<file path="src/rtl/fsic_pl_is_axil_slave_if.sv">
// AXI4-Lite bus bundle for the PL_IS configuration slave.
// The master modport is the PS/VIP side, the slave modport is the register block.
interface fsic_pl_is_axil_slave_if #(
    parameter int ADDR_WIDTH = 32
);
    logic                  s_awvalid;
    logic                  s_awready;
    logic [ADDR_WIDTH-1:0] s_awaddr;
    logic                  s_wvalid;
    logic                  s_wready;
    logic [31:0]           s_wdata;
    logic [3:0]            s_wstrb;
    logic                  s_bvalid;
    logic                  s_bready;
    logic [1:0]            s_bresp;
    logic                  s_arvalid;
    logic                  s_arready;
    logic [ADDR_WIDTH-1:0] s_araddr;
    logic                  s_rvalid;
    logic                  s_rready;
    logic [31:0]           s_rdata;
    logic [1:0]            s_rresp;

    modport master (
        output s_awvalid, s_awaddr, s_wvalid, s_wdata, s_wstrb, s_bready,
               s_arvalid, s_araddr, s_rready,
        input  s_awready, s_wready, s_bvalid, s_bresp, s_arready,
               s_rvalid, s_rdata, s_rresp
    );

    modport slave (
        input  s_awvalid, s_awaddr, s_wvalid, s_wdata, s_wstrb, s_bready,
               s_arvalid, s_araddr, s_rready,
        output s_awready, s_wready, s_bvalid, s_bresp, s_arready,
               s_rvalid, s_rdata, s_rresp
    );
endinterface

</file>
<file path="src/rtl/fsic_pl_is_axil_slave.sv">
// AXI4-Lite register slave for the PL_IS io-serdes configuration window.
// Holds CTRL (txen/rxen), STATUS, SCRATCH and ID; one transaction in flight.
// Optional feature macro: FSIC_PL_IS_SLVERR_EN -- unmapped offsets answer SLVERR.
module fsic_pl_is_axil_slave #(
    parameter int          ADDR_WIDTH  = 32,
    parameter logic [31:0] ID_VALUE    = 32'h4649_5331,
    parameter logic [31:0] SCRATCH_RST = 32'h0000_0000
) (
    input  logic                          axi_clk,
    input  logic                          axi_reset_n,
    fsic_pl_is_axil_slave_if.slave        axil,
    input  logic                          tx_busy,
    input  logic                          rx_sync,
    output logic                          txen,
    output logic                          rxen
);

`ifdef FSIC_PL_IS_SLVERR_EN
    localparam logic [1:0] UNMAPPED_RESP = 2'b10;
`else
    localparam logic [1:0] UNMAPPED_RESP = 2'b00;
`endif

    typedef enum logic [1:0] {
        ST_IDLE    = 2'd0,
        ST_WR_RESP = 2'd1,
        ST_RD_DATA = 2'd2
    } state_e;

    state_e      state_q, state_d;

    // Write channel holding registers (AW and W land independently)
    logic        aw_held_q, aw_held_d;
    logic [9:0]  awaddr_q, awaddr_d;
    logic        w_held_q, w_held_d;
    logic [31:0] wdata_q, wdata_d;
    logic [3:0]  wstrb_q, wstrb_d;

    // Architectural registers
    logic [1:0]  ctrl_q, ctrl_d;
    logic [31:0] scratch_q, scratch_d;

    // Response registers, frozen while waiting for the handshake
    logic [1:0]  bresp_q, bresp_d;
    logic [1:0]  rresp_q, rresp_d;
    logic [31:0] rdata_q, rdata_d;

    logic [ADDR_WIDTH-1:0] aw_full, ar_full;
    logic        in_idle;
    logic        aw_ready, w_ready, ar_ready;
    logic        aw_hs, w_hs, ar_hs, wr_go;
    logic [9:0]  wr_word;
    logic [31:0] wr_data;
    logic [3:0]  wr_strb;
    logic [31:0] rd_word;
    logic [1:0]  rd_resp;
    logic        unused_addr_bits;

    assign aw_full = axil.s_awaddr;
    assign ar_full = axil.s_araddr;

    // Only [11:2] select a register; the rest is decoded upstream or ignored.
    assign unused_addr_bits = ^{aw_full, ar_full};

    // Readies are gated by reset so they drop the moment reset asserts.
    assign in_idle  = (state_q == ST_IDLE) && axi_reset_n;
    assign aw_ready = in_idle && !aw_held_q;
    assign w_ready  = in_idle && !w_held_q;
    assign aw_hs    = axil.s_awvalid && aw_ready;
    assign w_hs     = axil.s_wvalid && w_ready;
    // A write pair completing this cycle beats a pending read.
    assign wr_go    = in_idle && (aw_held_q || aw_hs) && (w_held_q || w_hs);
    assign ar_ready = in_idle && !wr_go;
    assign ar_hs    = axil.s_arvalid && ar_ready;

    // The write uses held values when present, otherwise the live bus.
    assign wr_word  = aw_held_q ? awaddr_q : aw_full[11:2];
    assign wr_data  = w_held_q ? wdata_q : axil.s_wdata;
    assign wr_strb  = w_held_q ? wstrb_q : axil.s_wstrb;

    assign axil.s_awready = aw_ready;
    assign axil.s_wready  = w_ready;
    assign axil.s_arready = ar_ready;
    assign axil.s_bvalid  = (state_q == ST_WR_RESP);
    assign axil.s_rvalid  = (state_q == ST_RD_DATA);
    assign axil.s_bresp   = bresp_q;
    assign axil.s_rresp   = rresp_q;
    assign axil.s_rdata   = rdata_q;

    assign rxen = ctrl_q[0];
    assign txen = ctrl_q[1];

    // Next-state for the transaction FSM
    always_comb begin
        state_d = state_q;
        unique case (state_q)
            ST_IDLE: begin
                if (wr_go)      state_d = ST_WR_RESP;
                else if (ar_hs) state_d = ST_RD_DATA;
            end
            ST_WR_RESP: if (axil.s_bready) state_d = ST_IDLE;
            ST_RD_DATA: if (axil.s_rready) state_d = ST_IDLE;
            default:    state_d = ST_IDLE;
        endcase
    end

    // Capture AW/W as they arrive; release both once the pair is consumed
    always_comb begin
        aw_held_d = aw_held_q;
        awaddr_d  = awaddr_q;
        w_held_d  = w_held_q;
        wdata_d   = wdata_q;
        wstrb_d   = wstrb_q;
        if (wr_go) begin
            aw_held_d = 1'b0;
            w_held_d  = 1'b0;
        end else begin
            if (aw_hs) begin
                aw_held_d = 1'b1;
                awaddr_d  = aw_full[11:2];
            end
            if (w_hs) begin
                w_held_d = 1'b1;
                wdata_d  = axil.s_wdata;
                wstrb_d  = axil.s_wstrb;
            end
        end
    end

    // Register update and write response code
    always_comb begin
        ctrl_d    = ctrl_q;
        scratch_d = scratch_q;
        bresp_d   = bresp_q;
        if (wr_go) begin
            bresp_d = 2'b00;
            case (wr_word)
                10'h000: if (wr_strb[0]) ctrl_d = wr_data[1:0];
                10'h001, 10'h003: begin
                    // read-only: accepted, no effect
                end
                10'h002: begin
                    for (int b = 0; b < 4; b++) begin
                        if (wr_strb[b]) scratch_d[8*b +: 8] = wr_data[8*b +: 8];
                    end
                end
                default: bresp_d = UNMAPPED_RESP;
            endcase
        end
    end

    // Read decode; STATUS is snapshotted from the current CTRL and inputs
    always_comb begin
        rd_word = 32'h0;
        rd_resp = 2'b00;
        case (ar_full[11:2])
            10'h000: rd_word = {30'h0, ctrl_q};
            10'h001: rd_word = {29'h0, ctrl_q[1] & ctrl_q[0], tx_busy, rx_sync};
            10'h002: rd_word = scratch_q;
            10'h003: rd_word = ID_VALUE;
            default: rd_resp = UNMAPPED_RESP;
        endcase
    end

    // Read response is loaded only on the AR handshake and then held
    always_comb begin
        rdata_d = rdata_q;
        rresp_d = rresp_q;
        if (ar_hs) begin
            rdata_d = rd_word;
            rresp_d = rd_resp;
        end
    end

    // State flops, all cleared asynchronously
    always_ff @(posedge axi_clk or negedge axi_reset_n) begin
        if (!axi_reset_n) begin
            state_q   <= ST_IDLE;
            aw_held_q <= 1'b0;
            awaddr_q  <= 10'h0;
            w_held_q  <= 1'b0;
            wdata_q   <= 32'h0;
            wstrb_q   <= 4'h0;
            ctrl_q    <= 2'b00;
            scratch_q <= SCRATCH_RST;
            bresp_q   <= 2'b00;
            rresp_q   <= 2'b00;
            rdata_q   <= 32'h0;
        end else begin
            state_q   <= state_d;
            aw_held_q <= aw_held_d;
            awaddr_q  <= awaddr_d;
            w_held_q  <= w_held_d;
            wdata_q   <= wdata_d;
            wstrb_q   <= wstrb_d;
            ctrl_q    <= ctrl_d;
            scratch_q <= scratch_d;
            bresp_q   <= bresp_d;
            rresp_q   <= rresp_d;
            rdata_q   <= rdata_d;
        end
    end

endmodule

</file>
<file path="src/flat_wrapper.sv">
// flat-port wrapper written by rule: the top's interface ports become plain ports
module fsic_pl_is_axil_slave_flat 
#(
    parameter int          ADDR_WIDTH  = 32,
    parameter logic [31:0] ID_VALUE    = 32'h4649_5331,
    parameter logic [31:0] SCRATCH_RST = 32'h0000_0000
)
  (axi_clk, axi_reset_n, tx_busy, rx_sync, txen, rxen, axil_s_awvalid, axil_s_awaddr, axil_s_wvalid, axil_s_wdata, axil_s_wstrb, axil_s_bready, axil_s_arvalid, axil_s_araddr, axil_s_rready, axil_s_awready, axil_s_wready, axil_s_bvalid, axil_s_bresp, axil_s_arready, axil_s_rvalid, axil_s_rdata, axil_s_rresp);
  fsic_pl_is_axil_slave_if #(.ADDR_WIDTH(ADDR_WIDTH)) axil_i ();
  input  logic axi_clk;
  input  logic axi_reset_n;
  input  logic tx_busy;
  input  logic rx_sync;
  output logic txen;
  output logic rxen;
  input wire logic [$bits(axil_i.s_awvalid)-1:0] axil_s_awvalid;
  input wire logic [$bits(axil_i.s_awaddr)-1:0] axil_s_awaddr;
  input wire logic [$bits(axil_i.s_wvalid)-1:0] axil_s_wvalid;
  input wire logic [$bits(axil_i.s_wdata)-1:0] axil_s_wdata;
  input wire logic [$bits(axil_i.s_wstrb)-1:0] axil_s_wstrb;
  input wire logic [$bits(axil_i.s_bready)-1:0] axil_s_bready;
  input wire logic [$bits(axil_i.s_arvalid)-1:0] axil_s_arvalid;
  input wire logic [$bits(axil_i.s_araddr)-1:0] axil_s_araddr;
  input wire logic [$bits(axil_i.s_rready)-1:0] axil_s_rready;
  output wire logic [$bits(axil_i.s_awready)-1:0] axil_s_awready;
  output wire logic [$bits(axil_i.s_wready)-1:0] axil_s_wready;
  output wire logic [$bits(axil_i.s_bvalid)-1:0] axil_s_bvalid;
  output wire logic [$bits(axil_i.s_bresp)-1:0] axil_s_bresp;
  output wire logic [$bits(axil_i.s_arready)-1:0] axil_s_arready;
  output wire logic [$bits(axil_i.s_rvalid)-1:0] axil_s_rvalid;
  output wire logic [$bits(axil_i.s_rdata)-1:0] axil_s_rdata;
  output wire logic [$bits(axil_i.s_rresp)-1:0] axil_s_rresp;
  assign axil_i.s_awvalid = axil_s_awvalid;
  assign axil_i.s_awaddr = axil_s_awaddr;
  assign axil_i.s_wvalid = axil_s_wvalid;
  assign axil_i.s_wdata = axil_s_wdata;
  assign axil_i.s_wstrb = axil_s_wstrb;
  assign axil_i.s_bready = axil_s_bready;
  assign axil_i.s_arvalid = axil_s_arvalid;
  assign axil_i.s_araddr = axil_s_araddr;
  assign axil_i.s_rready = axil_s_rready;
  assign axil_s_awready = axil_i.s_awready;
  assign axil_s_wready = axil_i.s_wready;
  assign axil_s_bvalid = axil_i.s_bvalid;
  assign axil_s_bresp = axil_i.s_bresp;
  assign axil_s_arready = axil_i.s_arready;
  assign axil_s_rvalid = axil_i.s_rvalid;
  assign axil_s_rdata = axil_i.s_rdata;
  assign axil_s_rresp = axil_i.s_rresp;
  fsic_pl_is_axil_slave #(.ADDR_WIDTH(ADDR_WIDTH), .ID_VALUE(ID_VALUE), .SCRATCH_RST(SCRATCH_RST)) u_core (.axi_clk(axi_clk), .axi_reset_n(axi_reset_n), .axil(axil_i), .tx_busy(tx_busy), .rx_sync(rx_sync), .txen(txen), .rxen(rxen));
endmodule
</file>
<file path="config.mk">
export PLATFORM = sky130hd
export DESIGN_NAME = fsic_pl_is_axil_slave_flat
export DESIGN_NICKNAME = d
export VERILOG_FILES = /design/src/rtl/fsic_pl_is_axil_slave_if.sv /design/src/rtl/fsic_pl_is_axil_slave.sv /design/src/flat_wrapper.sv
export SDC_FILE = /design/constraint.sdc
export NUM_CORES = 1
export LEC_CHECK = 0
export ABC_AREA = 1
export CORE_UTILIZATION = 35
export CTS_CLUSTER_DIAMETER = 100
export CTS_CLUSTER_SIZE = 30
export DETAILED_ROUTE_END_ITERATION = 10
export RECOVER_POWER = 100
export SETUP_SLACK_MARGIN = 0.02
export SLEW_MARGIN = 25
export SYNTH_ARGS = -nofsm -noshare
export SYNTH_HDL_FRONTEND = slang
export SYNTH_SLANG_ARGS = --single-unit
export TNS_END_PERCENT = 5
</file>
<file path="constraint.sdc">
create_clock -name axi_clk -period 1.5 [get_ports axi_clk]
set_input_delay 0.225 -clock axi_clk [delete_from_list [all_inputs] [get_ports axi_clk]]
set_output_delay 0.225 -clock axi_clk [all_outputs]
set_load 0.01 [all_outputs]
</file>
======== Yosys cells after proc, flatten, opt, wreduce, memory -nomap -nowiden ========
Cells that the tools add are included.
word-level totals
  bits in registers ....................... 116
  input port bits ......................... 109
  output and inout bits ................... 43
  logic and storage cells ................. 63
cells by class
  equal/unequal tests ..................... 9
  mux-type cells .......................... 13
  bitwise gates (word level) .............. 2
  reductions and logical operators ........ 27
operator list
  kind                 count
  $pmux 32 s4          1
  $mux 32              1
  $eq 10x2->1 const B  3
  $logic_not 10->1     2
  $reduce_and 3->1     6
  $eq 10x1->1 const B  1
  $mux 10              1
  $logic_and 1x1->1    9
  $mux 2               4
  $pmux 2 s3           1
  $mux 1               4
  $mux 4               1
  $ne 2x2->1 const B   2
  $reduce_and 2->1     2
  $reduce_bool 2->1    2
  $logic_not 1->1      3
  $ne 3x1->1 const B   1
  $eq 2x1->1 const B   1
  $eq 2x2->1 const B   1
  $logic_not 2->1      1
  $logic_or 1x1->1     2
  $and 1x1->1          1
  $not 1->1            1

======== Depth between registers and ports, before layout ========
Gate-level depths: netlist (run 1).
  depth after elaboration ................. 13
  gate-level depth with buffers ........... 11
  depth with buffers taken out ............ 9

======== Worst setup path before layout (run 1) ========
OpenSTA, ideal clock, no wires.
  path type ............................... reg-to-reg
  start ................................... register u_core.state_q[0]
  end ..................................... register u_core.awaddr_q[1]
  arrival time ............................ 1.399 ns
  data required time ...................... 1.374 ns
  setup slack ............................. -0.025 ns
  cell stages (with the launch flop) ...... 8
  buffers on the path ..................... 1
  clock period less this slack ............ 1.525 ns
  path through ............................ dfrtp_1 > nor2_2 > nand2_2 > nor2_1 > nand2_1 > nor2_2 > buf_4 > o21ai_0
between the ends
  longest elaborated chain between the ends .. 9
  elaborated cells on any way between the ends .. 12
  those cells by class .................... bitwise (1); reduce/logical (11)
RTL lines
  item                            RTL line                      RTL
  from (decl)                     fsic_pl_is_axil_slave.sv:30   state_e state_q, state_d;
  from (signal assigned)          fsic_pl_is_axil_slave.sv:190  state_q <= state_d;
  $logic_not 2->1 (*)             fsic_pl_is_axil_slave.sv:66   assign in_idle = (state_q == ST_IDLE) && axi_reset_n;
  $logic_and 1x1->1 (*)           fsic_pl_is_axil_slave.sv:66
  $logic_and 1x1->1 (*)           fsic_pl_is_axil_slave.sv:67   assign aw_ready = in_idle && !aw_held_q;
  net axil_s_awready              flat_wrapper.sv:25            output wire logic [$bits(axil_i.s_awready)-1:0] axil_s_awready;
  $logic_and 1x1->1 (*)           fsic_pl_is_axil_slave.sv:69   assign aw_hs = axil.s_awvalid && aw_ready;
  $logic_or 1x1->1                fsic_pl_is_axil_slave.sv:72   assign wr_go = in_idle && (aw_held_q || aw_hs) && (w_held_q || w_hs);
  $logic_and 1x1->1 (2 in a row)  fsic_pl_is_axil_slave.sv:72
  $not 1->1 (no line)             n/a
  $reduce_and 2->1 (no line) (*)  n/a
  to (signal assigned)            fsic_pl_is_axil_slave.sv:192  awaddr_q <= awaddr_d;
  to (decl)                       fsic_pl_is_axil_slave.sv:34   logic [9:0] awaddr_q, awaddr_d;
Mark *: on every way through the listed nets, which the timed path passes. The rest lies on a longest branch.
A chain may end at the register's enable or synchronous reset.

======== Worst setup path in the final report (run 1) ========
  start ................................... register u_core.state_q[0]
  end ..................................... output port axil_s_arready
between the ends
  longest elaborated chain between the ends .. 9
  elaborated cells on any way between the ends .. 12
  those cells by class .................... reduce/logical (12)
RTL lines
  item                            RTL line                     RTL
  $logic_not 2->1 (*)             fsic_pl_is_axil_slave.sv:66
  $logic_and 1x1->1 (*)           fsic_pl_is_axil_slave.sv:66
  $logic_and 1x1->1               fsic_pl_is_axil_slave.sv:67
  $logic_and 1x1->1               fsic_pl_is_axil_slave.sv:69
  $logic_or 1x1->1                fsic_pl_is_axil_slave.sv:72
  $logic_and 1x1->1 (2 in a row)  fsic_pl_is_axil_slave.sv:72
  $logic_not 1->1                 fsic_pl_is_axil_slave.sv:73  assign ar_ready = in_idle && !wr_go;
  $logic_and 1x1->1 (*)           fsic_pl_is_axil_slave.sv:73
  to (decl)                       flat_wrapper.sv:29           output wire logic [$bits(axil_i.s_arready)-1:0] axil_s_arready;
Every way passes the cells marked *; elsewhere a longest branch is shown, timed or not.

==> impl_metrics.prom, run 1 <==
# TYPE chip_impl_metric gauge
chip_impl_info{name="run_status",value="finished, violations left"} 1
chip_impl_info{name="violated_checks",value="setup timing"} 1
chip_impl_info{name="rsz0062_at_grt",value="yes"} 1
chip_impl_metric{name="detailed_place_hpwl",unit="mm"} 10.1
chip_impl_metric{name="wl_met1",unit="mm"} 7.36
chip_impl_metric{name="postRouteAntennaNets",unit=""} 0
chip_impl_metric{name="p_leak",unit="nW"} 4.18
chip_impl_metric{name="cts_max_level",unit=""} 4
chip_impl_metric{name="postPlaceCellArea",unit="µm²"} 7360
chip_impl_metric{name="synth_seq_area_share",unit=""} 0.505
chip_impl_metric{name="detailroute.wirelength.met2",unit="mm"} 5.93
chip_impl_metric{name="syn_area",unit="µm²"} 5750
chip_impl_metric{name="cap_viol_max_count",unit=""} 0
chip_impl_metric{name="critical-path-max-stage-delay",unit="ns"} 0.38
chip_impl_metric{name="finalInstanceArea",unit="µm²"} 8060
chip_impl_metric{name="first_global_vias",unit=""} 4586
chip_impl_metric{name="core_rows",unit=""} 46
chip_impl_metric{name="wire_per_inst",unit="µm"} 12.8
chip_impl_metric{name="number_of_synthesized_flops_with_an_enable_pin",unit=""} 0
chip_impl_metric{name="numCtsBuffers",unit=""} 17
chip_impl_metric{name="maxSlewHeadroom",unit=""} 0.565
chip_impl_metric{name="dp_slack",unit="ns"} -0.312
chip_impl_metric{name="timing_hold_violations_final",unit=""} 0
chip_impl_metric{name="timing.critical_path.arrival",unit="ns"} 1.51
chip_impl_info{name="setup.worst_path.end_class",value="primary output"} 1
chip_impl_metric{name="wl_met3",unit="µm"} 560
chip_impl_info{name="yosys_most_used_dff",value="sky130_fd_sc_hd__dfrtp_1"} 1
chip_impl_metric{name="finalSetupTns",unit="ns"} -12.81
chip_impl_info{name="ctsRootBufferMaster",value="sky130_fd_sc_hd__clkbuf_16"} 1
chip_impl_metric{name="area.growth.synth_to_final",unit="%"} 40.1
chip_impl_info{name="timing.critical_path.mode_cell",value="sky130_fd_sc_hd__nand2_4"} 1
chip_impl_metric{name="totalWireLength",unit="mm"} 13.9
chip_impl_metric{name="globalRouteOverflowTotal",unit=""} 0
chip_impl_metric{name="finalWeightedCongestion",unit=""} 0.765
chip_impl_metric{name="chip_width",unit="µm"} 130
chip_impl_metric{name="worstPathMaxFanout",unit=""} 4
chip_impl_info{name="slowest_stage",value="sky130_fd_sc_hd__dfrtp_1"} 1
chip_impl_metric{name="power.density",unit="nW/µm²"} 1520
chip_impl_metric{name="final_nets",unit=""} 973
chip_impl_metric{name="tritoncts_num_sinks",unit=""} 116
chip_impl_metric{name="cts-root-to-sink-buffers",unit=""} 2
chip_impl_info{name="cts_tree",value="done"} 1
chip_impl_info{name="critPathLaunchType",value="flop"} 1
chip_impl_info{name="timing.critical_path.max_delay_family",value="simple AND/OR/NAND/NOR gates"} 1
chip_impl_metric{name="via_count",unit=""} 4827
chip_impl_metric{name="start_util",unit=""} 0.361
chip_impl_metric{name="power.ir.vdd_worst",unit="V"} 0.000871
chip_impl_metric{name="crit_buf_inv",unit=""} 2
chip_impl_metric{name="post-route-worst-setup-slack",unit="ns"} -0.232
chip_impl_metric{name="worst_pin_slew",unit="ns"} 0.652
chip_impl_metric{name="layout-drive-gt1-share",unit=""} 0.157
chip_impl_metric{name="ys_async_sr_fraction",unit=""} 1.00
chip_impl_metric{name="design.die.area",unit="µm²"} 16900
chip_impl_metric{name="critPathRequiredTime",unit="ns"} 1.27
chip_impl_metric{name="numPortBuffers",unit=""} 103
chip_impl_info{name="worstSetupPathType",value="reg2out"} 1
chip_impl_metric{name="antenna-diode-count",unit=""} 0
chip_impl_metric{name="floorplan.io_pins",unit=""} 152
chip_impl_info{name="dr.max_layer_used",value="met4"} 1
chip_impl_info{name="hold_class",value="in2async"} 1
chip_impl_metric{name="final_core_utilization",unit=""} 0.505
chip_impl_metric{name="placeable_area",unit="µm²"} 15900
chip_impl_metric{name="fmax",unit="GHz"} 0.577
chip_impl_metric{name="synth-seq-cells",unit=""} 116
chip_impl_metric{name="fin_worst_skew",unit="ns"} 0.00907
chip_impl_metric{name="grtUsageTotal",unit=""} 0.180
chip_impl_metric{name="yosysUniqueCellTypes",unit=""} 29
chip_impl_metric{name="grt_antenna_before_repair",unit=""} 0
chip_impl_metric{name="grt_first_pass_wirelength",unit="mm"} 23.2
chip_impl_metric{name="fillerInstances",unit=""} 1560
chip_impl_metric{name="share_of_the_clock_period_used_by_the_worst_path_after_layout",unit=""} 1.15
chip_impl_info{name="crit_path_cell_trace",value="nor2_2 > nand2_4 > o21ai_4 > nand2_4 > nand2_2 > inv_2 > buf_6"} 1
chip_impl_metric{name="synth.yosys.warnings",unit=""} 0
chip_impl_metric{name="maximum_number_of_pins_on_one_net_before_global_route_repair",unit=""} 47
chip_impl_metric{name="timing_max_transition_violations_final",unit=""} 0
chip_impl_metric{name="detail_route.drc_violations",unit=""} 0
chip_impl_metric{name="timing.final.setup_violations",unit=""} 101
chip_impl_metric{name="chip_height",unit="µm"} 130
chip_impl_metric{name="drt_pass1_iterations",unit=""} 5
chip_impl_metric{name="clkSlewWorstSetupHoldPaths",unit="ns"} 0.05
chip_impl_metric{name="drt_iter0_markers",unit=""} 275
chip_impl_metric{name="clock_latency",unit="ns"} 0.41
chip_impl_metric{name="post-route-min-period",unit="ns"} 1.73
chip_impl_metric{name="post-layout-total-power",unit="W"} 0.0122
chip_impl_metric{name="post_synthesis_cells",unit=""} 721
chip_impl_metric{name="mean_cell_area_of_the_mapped_netlist",unit="µm²"} 7.98
chip_impl_metric{name="routed_via_density",unit=""} 4.42
Yosys cell counts, types with 2 or more instances:
library cell,count,share of area
sky130_fd_sc_hd__buf_4,13,0.017
sky130_fd_sc_hd__nor2_1,71,0.046
sky130_fd_sc_hd__nand3b_1,2,0.0026
sky130_fd_sc_hd__nand3_2,3,0.0052
sky130_fd_sc_hd__inv_2,2,0.0013
sky130_fd_sc_hd__buf_6,3,0.0059
sky130_fd_sc_hd__o31ai_1,2,0.0026
sky130_fd_sc_hd__nand3_4,3,0.0091
sky130_fd_sc_hd__clkbuf_1,6,0.0039
sky130_fd_sc_hd__nand4_1,2,0.0022
sky130_fd_sc_hd__a21oi_1,34,0.030
sky130_fd_sc_hd__nand3_1,56,0.049
sky130_fd_sc_hd__a21oi_2,9,0.014
sky130_fd_sc_hd__nand2_1,167,0.11
sky130_fd_sc_hd__buf_1,3,0.0020
sky130_fd_sc_hd__buf_2,12,0.010
sky130_fd_sc_hd__nor2_2,4,0.0044
sky130_fd_sc_hd__o21ai_0,70,0.061
sky130_fd_sc_hd__inv_1,102,0.067
sky130_fd_sc_hd__dfrtp_1,116,0.50
sky130_fd_sc_hd__clkinv_2,2,0.0017
sky130_fd_sc_hd__o21bai_1,32,0.042
cells in the final DEF, fill, tap and decap left out, types with 7 or more instances in the layout:
cell	Yosys	routed
sky130_fd_sc_hd__buf_12	0	13
sky130_fd_sc_hd__o21ai_0	70	67
sky130_fd_sc_hd__buf_4	13	33
sky130_fd_sc_hd__nand2_1	167	165
sky130_fd_sc_hd__clkbuf_16	0	18
sky130_fd_sc_hd__clkdlybuf4s50_1	0	63
sky130_fd_sc_hd__a21oi_1	34	34
sky130_fd_sc_hd__inv_1	102	96
sky130_fd_sc_hd__dlygate4sd2_1	0	34
sky130_fd_sc_hd__nand3_1	56	56
sky130_fd_sc_hd__nor2_2	4	12
sky130_fd_sc_hd__o21bai_1	32	30
sky130_fd_sc_hd__nor2_1	71	59
sky130_fd_sc_hd__a21oi_2	9	9
sky130_fd_sc_hd__dfrtp_1	116	114
sky130_fd_sc_hd__inv_2	2	7
sequential cells by signal, summed over array words and instances, names as in the netlist:
register             flops
u_core.awaddr_q         10
u_core.scratch_q        32
u_core.ctrl_q            2
u_core.wstrb_q           4
u_core.axil.s_rdata     32
u_core.wdata_q          32
u_core.w_held_q          1
u_core.state_q           2
u_core.aw_held_q         1
per-stage QoR:
step	std cells	hold WS [ns]
after floorplan	724	-0.0706
after global placement	1055	0.180
after detailed placement	1055	0.171
after CTS	1090	0.295
after global routing	1091	0.321
final	1091	0.304
power by group:
part / leakage, nW / internal [W] / switching, W
registers: 1.52 / 0.00399 / 0.000470
clock network: 0.273 / 0.00242 / 0.00132
logic: 2.38 / 0.00184 / 0.00222
worst register-to-register path, stage by stage, from the launching register on:
cell	delay [ns]
sky130_fd_sc_hd__dfrtp_1	0.38
sky130_fd_sc_hd__nor2_2	0.16
sky130_fd_sc_hd__nand2_4	0.10
sky130_fd_sc_hd__o21ai_4	0.18
sky130_fd_sc_hd__buf_4	0.15
sky130_fd_sc_hd__buf_8	0.13
sky130_fd_sc_hd__inv_2	0.06
sky130_fd_sc_hd__nand3_4	0.12
sky130_fd_sc_hd__clkbuf_16	0.21
sky130_fd_sc_hd__o21ai_0	0.09
worst paths after layout:
kind / depth (start not counted) / slack, ns / to / start
max in group asynchronous: 4 / 0.27 / u_core.w_held_q$_DFFE_PN0P_ / axi_reset_n
max reg2reg: 9 / -0.20 / u_core.wdata_q[9]$_DFFE_PN0P_ / u_core.state_q[0]$_DFFE_PN0P_
min reg2reg: 2 / 0.47 / u_core.axil.s_rdata[2]$_DFFE_PN0P_ / u_core.axil.s_rdata[2]$_DFFE_PN0P_
min in group axi_clk: 2 / 0.37 / u_core.state_q[1]$_DFFE_PN0P_ / axil_s_rready
max: 7 / -0.23 / axil_s_arready / u_core.state_q[0]$_DFFE_PN0P_
min: 3 / 0.30 / u_core.axil.s_rdata[10]$_DFFE_PN0P_ / axi_reset_n
cells by family (layout without fill, tap and decap cells):
| logic type | count (synthesis) | after routing | share of synthesized area |
|---|---|---|---|
| other cells | 1 | 4 | 0.000652 |
| compound gates | 148 | 148 | 0.151 |
| simple gates | 312 | 312 | 0.233 |
| flops | 116 | 116 | 0.505 |
| buf+inv | 144 | 295 | 0.110 |
area by class of cell:
class                   count  area, µm²  share of cell area
clock buffers              25        495              0.0615
inverters                 106        404              0.0502
clock inverters             5       50.0             0.00621
flip-flops and latches    116       2910               0.361
multi-input cells         464       2340               0.290
repair buffers            159       1590               0.198
well taps                 216        270              0.0335
routing by layer:
layer	vias to the layer above	global-route usage
li1	2562	-
met1	2161	0.270
met2	97	0.253
met3	7	0.0435
met4	0	0.0554
met5	-	0
repair_timing:
action                                  4_1_cts  5_1_grt
gates cloned                                  0        1
resized for setup                            72       27
endpoints found under the hold margin        25        0
setup buffers                                 7        0
endpoints found under the setup margin      152      117
hold buffers                                  1        0
pin swaps                                     8        9
Note: power is estimated with default switching activity, not from simulation.
==> run 2: changes to the inputs <==
--- a/config.mk
+++ b/config.mk
@@ -12,6 +12,7 @@
 export DETAILED_ROUTE_END_ITERATION = 10
 export RECOVER_POWER = 100
 export SETUP_SLACK_MARGIN = 0.02
+export SKIP_CTS_REPAIR_TIMING = 1
 export SLEW_MARGIN = 25
 export SYNTH_ARGS = -nofsm -noshare
 export SYNTH_HDL_FRONTEND = slang
==> constraint.sdc (replaced) <==
create_clock -name axi_clk -period 1.5 [get_ports axi_clk]
set_input_delay 0.225 -clock axi_clk [delete_from_list [all_inputs] [get_ports axi_clk]]
set_output_delay 0.225 -clock axi_clk [all_outputs]
set_load 0.02 [all_outputs]
==> run 2 against run 1 <==
  * The run ends with capacitance limit, setup timing left
  * Highest routed layer unchanged
  * Register-to-register slack about the same
  * Sequential share of layout area is 1.6 points higher
  * Critical path depth is the same
  * Total power fell by 0.40%
  * Sequential cell count unchanged
  * Clock power up 1%
  * Largest cell class unchanged
  * Critical endpoint unchanged
  * Fmax decreased by 2.7%
  * Cell count is 0.82% lower
==> impl_metrics.prom, run 2 (synthesized netlist as in run 1, its figures left out) <==
# TYPE chip_impl_metric gauge
chip_impl_metric{name="wire_per_inst",unit="µm"} 12.8
chip_impl_metric{name="area.growth.synth_to_final",unit="%"} 34.3
chip_impl_metric{name="antenna-diode-count",unit=""} 0
chip_impl_metric{name="core_rows",unit=""} 46
chip_impl_metric{name="timing_hold_violations_final",unit=""} 0
chip_impl_metric{name="numCtsBuffers",unit=""} 17
chip_impl_metric{name="cts-root-to-sink-buffers",unit=""} 2
chip_impl_metric{name="chip_width",unit="µm"} 130
chip_impl_metric{name="start_util",unit=""} 0.361
chip_impl_metric{name="via_count",unit=""} 4731
chip_impl_metric{name="first_global_vias",unit=""} 4573
chip_impl_metric{name="clock_latency",unit="ns"} 0.42
chip_impl_metric{name="critPathRequiredTime",unit="ns"} 1.27
chip_impl_info{name="startpoint",value="u_core.state_q[1]$_DFFE_PN0P_"} 1
chip_impl_metric{name="postRouteAntennaNets",unit=""} 0
chip_impl_metric{name="drt_iter0_markers",unit=""} 249
chip_impl_metric{name="clock_group_share_of_total_power",unit=""} 0.311
chip_impl_metric{name="placed_cells_incl_taps",unit=""} 1052
chip_impl_info{name="run_status",value="finished, violations left"} 1
chip_impl_metric{name="timing_max_transition_violations_final",unit=""} 0
chip_impl_metric{name="final_non_filler_cell_total",unit=""} 1082
chip_impl_metric{name="maximum_number_of_pins_on_one_net_before_global_route_repair",unit=""} 60
chip_impl_metric{name="post-layout-total-power",unit="W"} 0.0122
chip_impl_metric{name="chip_height",unit="µm"} 130
chip_impl_metric{name="globalRouteOverflowTotal",unit=""} 0
chip_impl_metric{name="placeable_area",unit="µm²"} 15900
chip_impl_metric{name="maxSlewHeadroom",unit=""} 0.00108
chip_impl_metric{name="net_switching_power_figure",unit="W"} 0.00417
chip_impl_metric{name="share_seq_of_total_power",unit=""} 0.366
chip_impl_metric{name="layout-drive-gt1-share",unit=""} 0.139
chip_impl_metric{name="share_of_the_clock_period_used_by_the_worst_path_after_layout",unit=""} 1.19
chip_impl_info{name="hold_class",value="in2async"} 1
chip_impl_metric{name="detail_route.drc_violations",unit=""} 0
chip_impl_metric{name="post-route-min-period",unit="ns"} 1.78
chip_impl_info{name="cp-endpoint",value="axil_s_arready"} 1
chip_impl_metric{name="worst_pin_slew",unit="ns"} 1.50
chip_impl_metric{name="finalWeightedCongestion",unit=""} 0.759
chip_impl_info{name="violated_checks",value="capacitance limit, setup timing"} 1
chip_impl_metric{name="power.density",unit="nW/µm²"} 1580
chip_impl_info{name="rr_endpoint",value="u_core.wdata_q[24]$_DFFE_PN0P_"} 1
chip_impl_info{name="most_common_cell_after_layout_fill_and_taps_aside",value="sky130_fd_sc_hd__nand2_1"} 1
chip_impl_metric{name="rr_worst_depth",unit=""} 8
chip_impl_metric{name="cts_max_level",unit=""} 4
chip_impl_metric{name="grt_first_pass_wirelength",unit="mm"} 22.8
chip_impl_info{name="ctsRootBufferMaster",value="sky130_fd_sc_hd__clkbuf_16"} 1
chip_impl_metric{name="grt_antenna_before_repair",unit=""} 0
chip_impl_metric{name="power.ir.vdd_worst",unit="V"} 0.000882
chip_impl_info{name="setup.worst_path.end_class",value="primary output"} 1
chip_impl_metric{name="numPortBuffers",unit=""} 103
chip_impl_metric{name="drt_pass1_iterations",unit=""} 7
chip_impl_info{name="r2r_start",value="u_core.state_q[1]$_DFFE_PN0P_"} 1
chip_impl_info{name="worstSetupPathType",value="reg2out"} 1
chip_impl_metric{name="clkSlewWorstSetupHoldPaths",unit="ns"} 0.05
chip_impl_metric{name="dp_slack",unit="ns"} -0.402
chip_impl_metric{name="p_leak",unit="nW"} 3.93
chip_impl_metric{name="timing.critical_path.arrival",unit="ns"} 1.56
chip_impl_info{name="critPathLaunchType",value="flop"} 1
chip_impl_info{name="rsz0062_at_grt",value="yes"} 1
chip_impl_metric{name="tritoncts_num_sinks",unit=""} 116
chip_impl_metric{name="worstPathMaxFanout",unit=""} 5
chip_impl_metric{name="totalWireLength",unit="mm"} 13.8
chip_impl_metric{name="post-route-worst-setup-slack",unit="ns"} -0.280
chip_impl_metric{name="routed_via_density",unit=""} 4.37
chip_impl_metric{name="fmax",unit="GHz"} 0.562
chip_impl_metric{name="cap_viol_max_count",unit=""} 1
chip_impl_metric{name="sw_frac_of_total",unit=""} 0.342
chip_impl_metric{name="floorplan.io_pins",unit=""} 152
chip_impl_info{name="cts_tree",value="done"} 1
chip_impl_metric{name="setup.reg_to_reg.worst_slack",unit="ns"} -0.20
chip_impl_info{name="leading_cell_types_in_the_layout_fill_and_taps_excluded",value="165 x sky130_fd_sc_hd__nand2_1, 114 x sky130_fd_sc_hd__dfrtp_1, 97 x sky130_fd_sc_hd__inv_1"} 1
chip_impl_metric{name="final_nets",unit=""} 965
chip_impl_metric{name="grtUsageTotal",unit=""} 0.176
chip_impl_metric{name="fin_worst_skew",unit="ns"} 0.00973
chip_impl_metric{name="timing.final.setup_violations",unit=""} 109
chip_impl_metric{name="detailed_place_hpwl",unit="mm"} 10.1
chip_impl_metric{name="power_frac_comb",unit=""} 0.324
chip_impl_metric{name="intPower",unit="W"} 0.00803
chip_impl_metric{name="design.die.area",unit="µm²"} 16900
## run 2: cell count changes in the layout (fill, tap and decap cells not counted), sizes merged
cell and change:
dlygate4sd3 -1, clkinv -2, clkbuf +26, dlymetal6s2s +2, dlygate4sd2 -34, inv -1, buf -1, clkinvlp +2
## run 2: worst min path at each step
stage / startpoint / end / slack [ns] / depth (start not counted)
after floorplan: axi_reset_n / u_core.aw_held_q$_DFFE_PN0P_ / -0.07 / 0
final: axi_reset_n / u_core.w_held_q$_DFFE_PN0P_ / 0.30 / 2
after global placement: u_core.wdata_q[0]$_DFFE_PN0P_ / u_core.wdata_q[0]$_DFFE_PN0P_ / 0.46 / 2
after global routing: axil_s_rready / u_core.state_q[1]$_DFFE_PN0P_ / 0.37 / 2
after CTS: axi_reset_n / u_core.w_held_q$_DFFE_PN0P_ / 0.03 / 2
after detailed placement: axi_reset_n / u_core.w_held_q$_DFFE_PN0P_ / 0.46 / 2
## run 2: cell type report
| class | count | area, µm² |
|---|---|---|
| sequential | 116 | 2910 |
| tap | 216 | 270 |
| fill | 1578 | 8220 |
| multi-input combinational | 464 | 2280 |
| inverter | 106 | 408 |
| clock buffer | 25 | 505 |
| clock inverter | 4 | 47.5 |
| timing repair buffer | 151 | 1310 |
## run 2: worst max-delay path, stage by stage (launching register included)
cell and delay [ns]:
sky130_fd_sc_hd__dfrtp_1 0.42, sky130_fd_sc_hd__nor2_4 0.15, sky130_fd_sc_hd__nand2_4 0.09, sky130_fd_sc_hd__o21ai_4 0.19, sky130_fd_sc_hd__nand2_4 0.08, sky130_fd_sc_hd__nand2_2 0.06
sky130_fd_sc_hd__inv_2 0.03, sky130_fd_sc_hd__buf_6 0.12
## run 2: power groups by stage
stage               sequential [W]  clock [W]  combinational (W)
floorplan                  0.00457          0            0.00227
global placement           0.00444          0            0.00401
detailed placement         0.00448          0            0.00404
CTS                        0.00444    0.00387            0.00405
global route               0.00456    0.00402            0.00443
finish                     0.00446    0.00379            0.00395
## run 2: metrics by stage
stage               TNS [ns]  hold WS (ns)  cell area [µm²]  utilization
global placement      -25.80         0.463             7310        0.458
detailed placement    -30.03         0.461             7310        0.458
global route          -43.05         0.373             7720        0.484
floorplan              -1.72       -0.0706             5770            -
finish                -15.84         0.299             7720        0.484
CTS                   -22.33        0.0263             7860        0.493
## run 2: routing by layer
| layer | global-route usage | up-vias | routed length (µm) | share of wire |
|---|---|---|---|---|
| met2 | 0.244 | 93 | 5640 | 0.41 |
| met1 | 0.264 | 2084 | 7460 | 0.54 |
| met4 | 0.0616 | 0 | 174 | 0.013 |
| met3 | 0.0406 | 17 | 558 | 0.040 |
| met5 | 0 | - | 0 | 0 |
| li1 | - | 2537 | - | - |
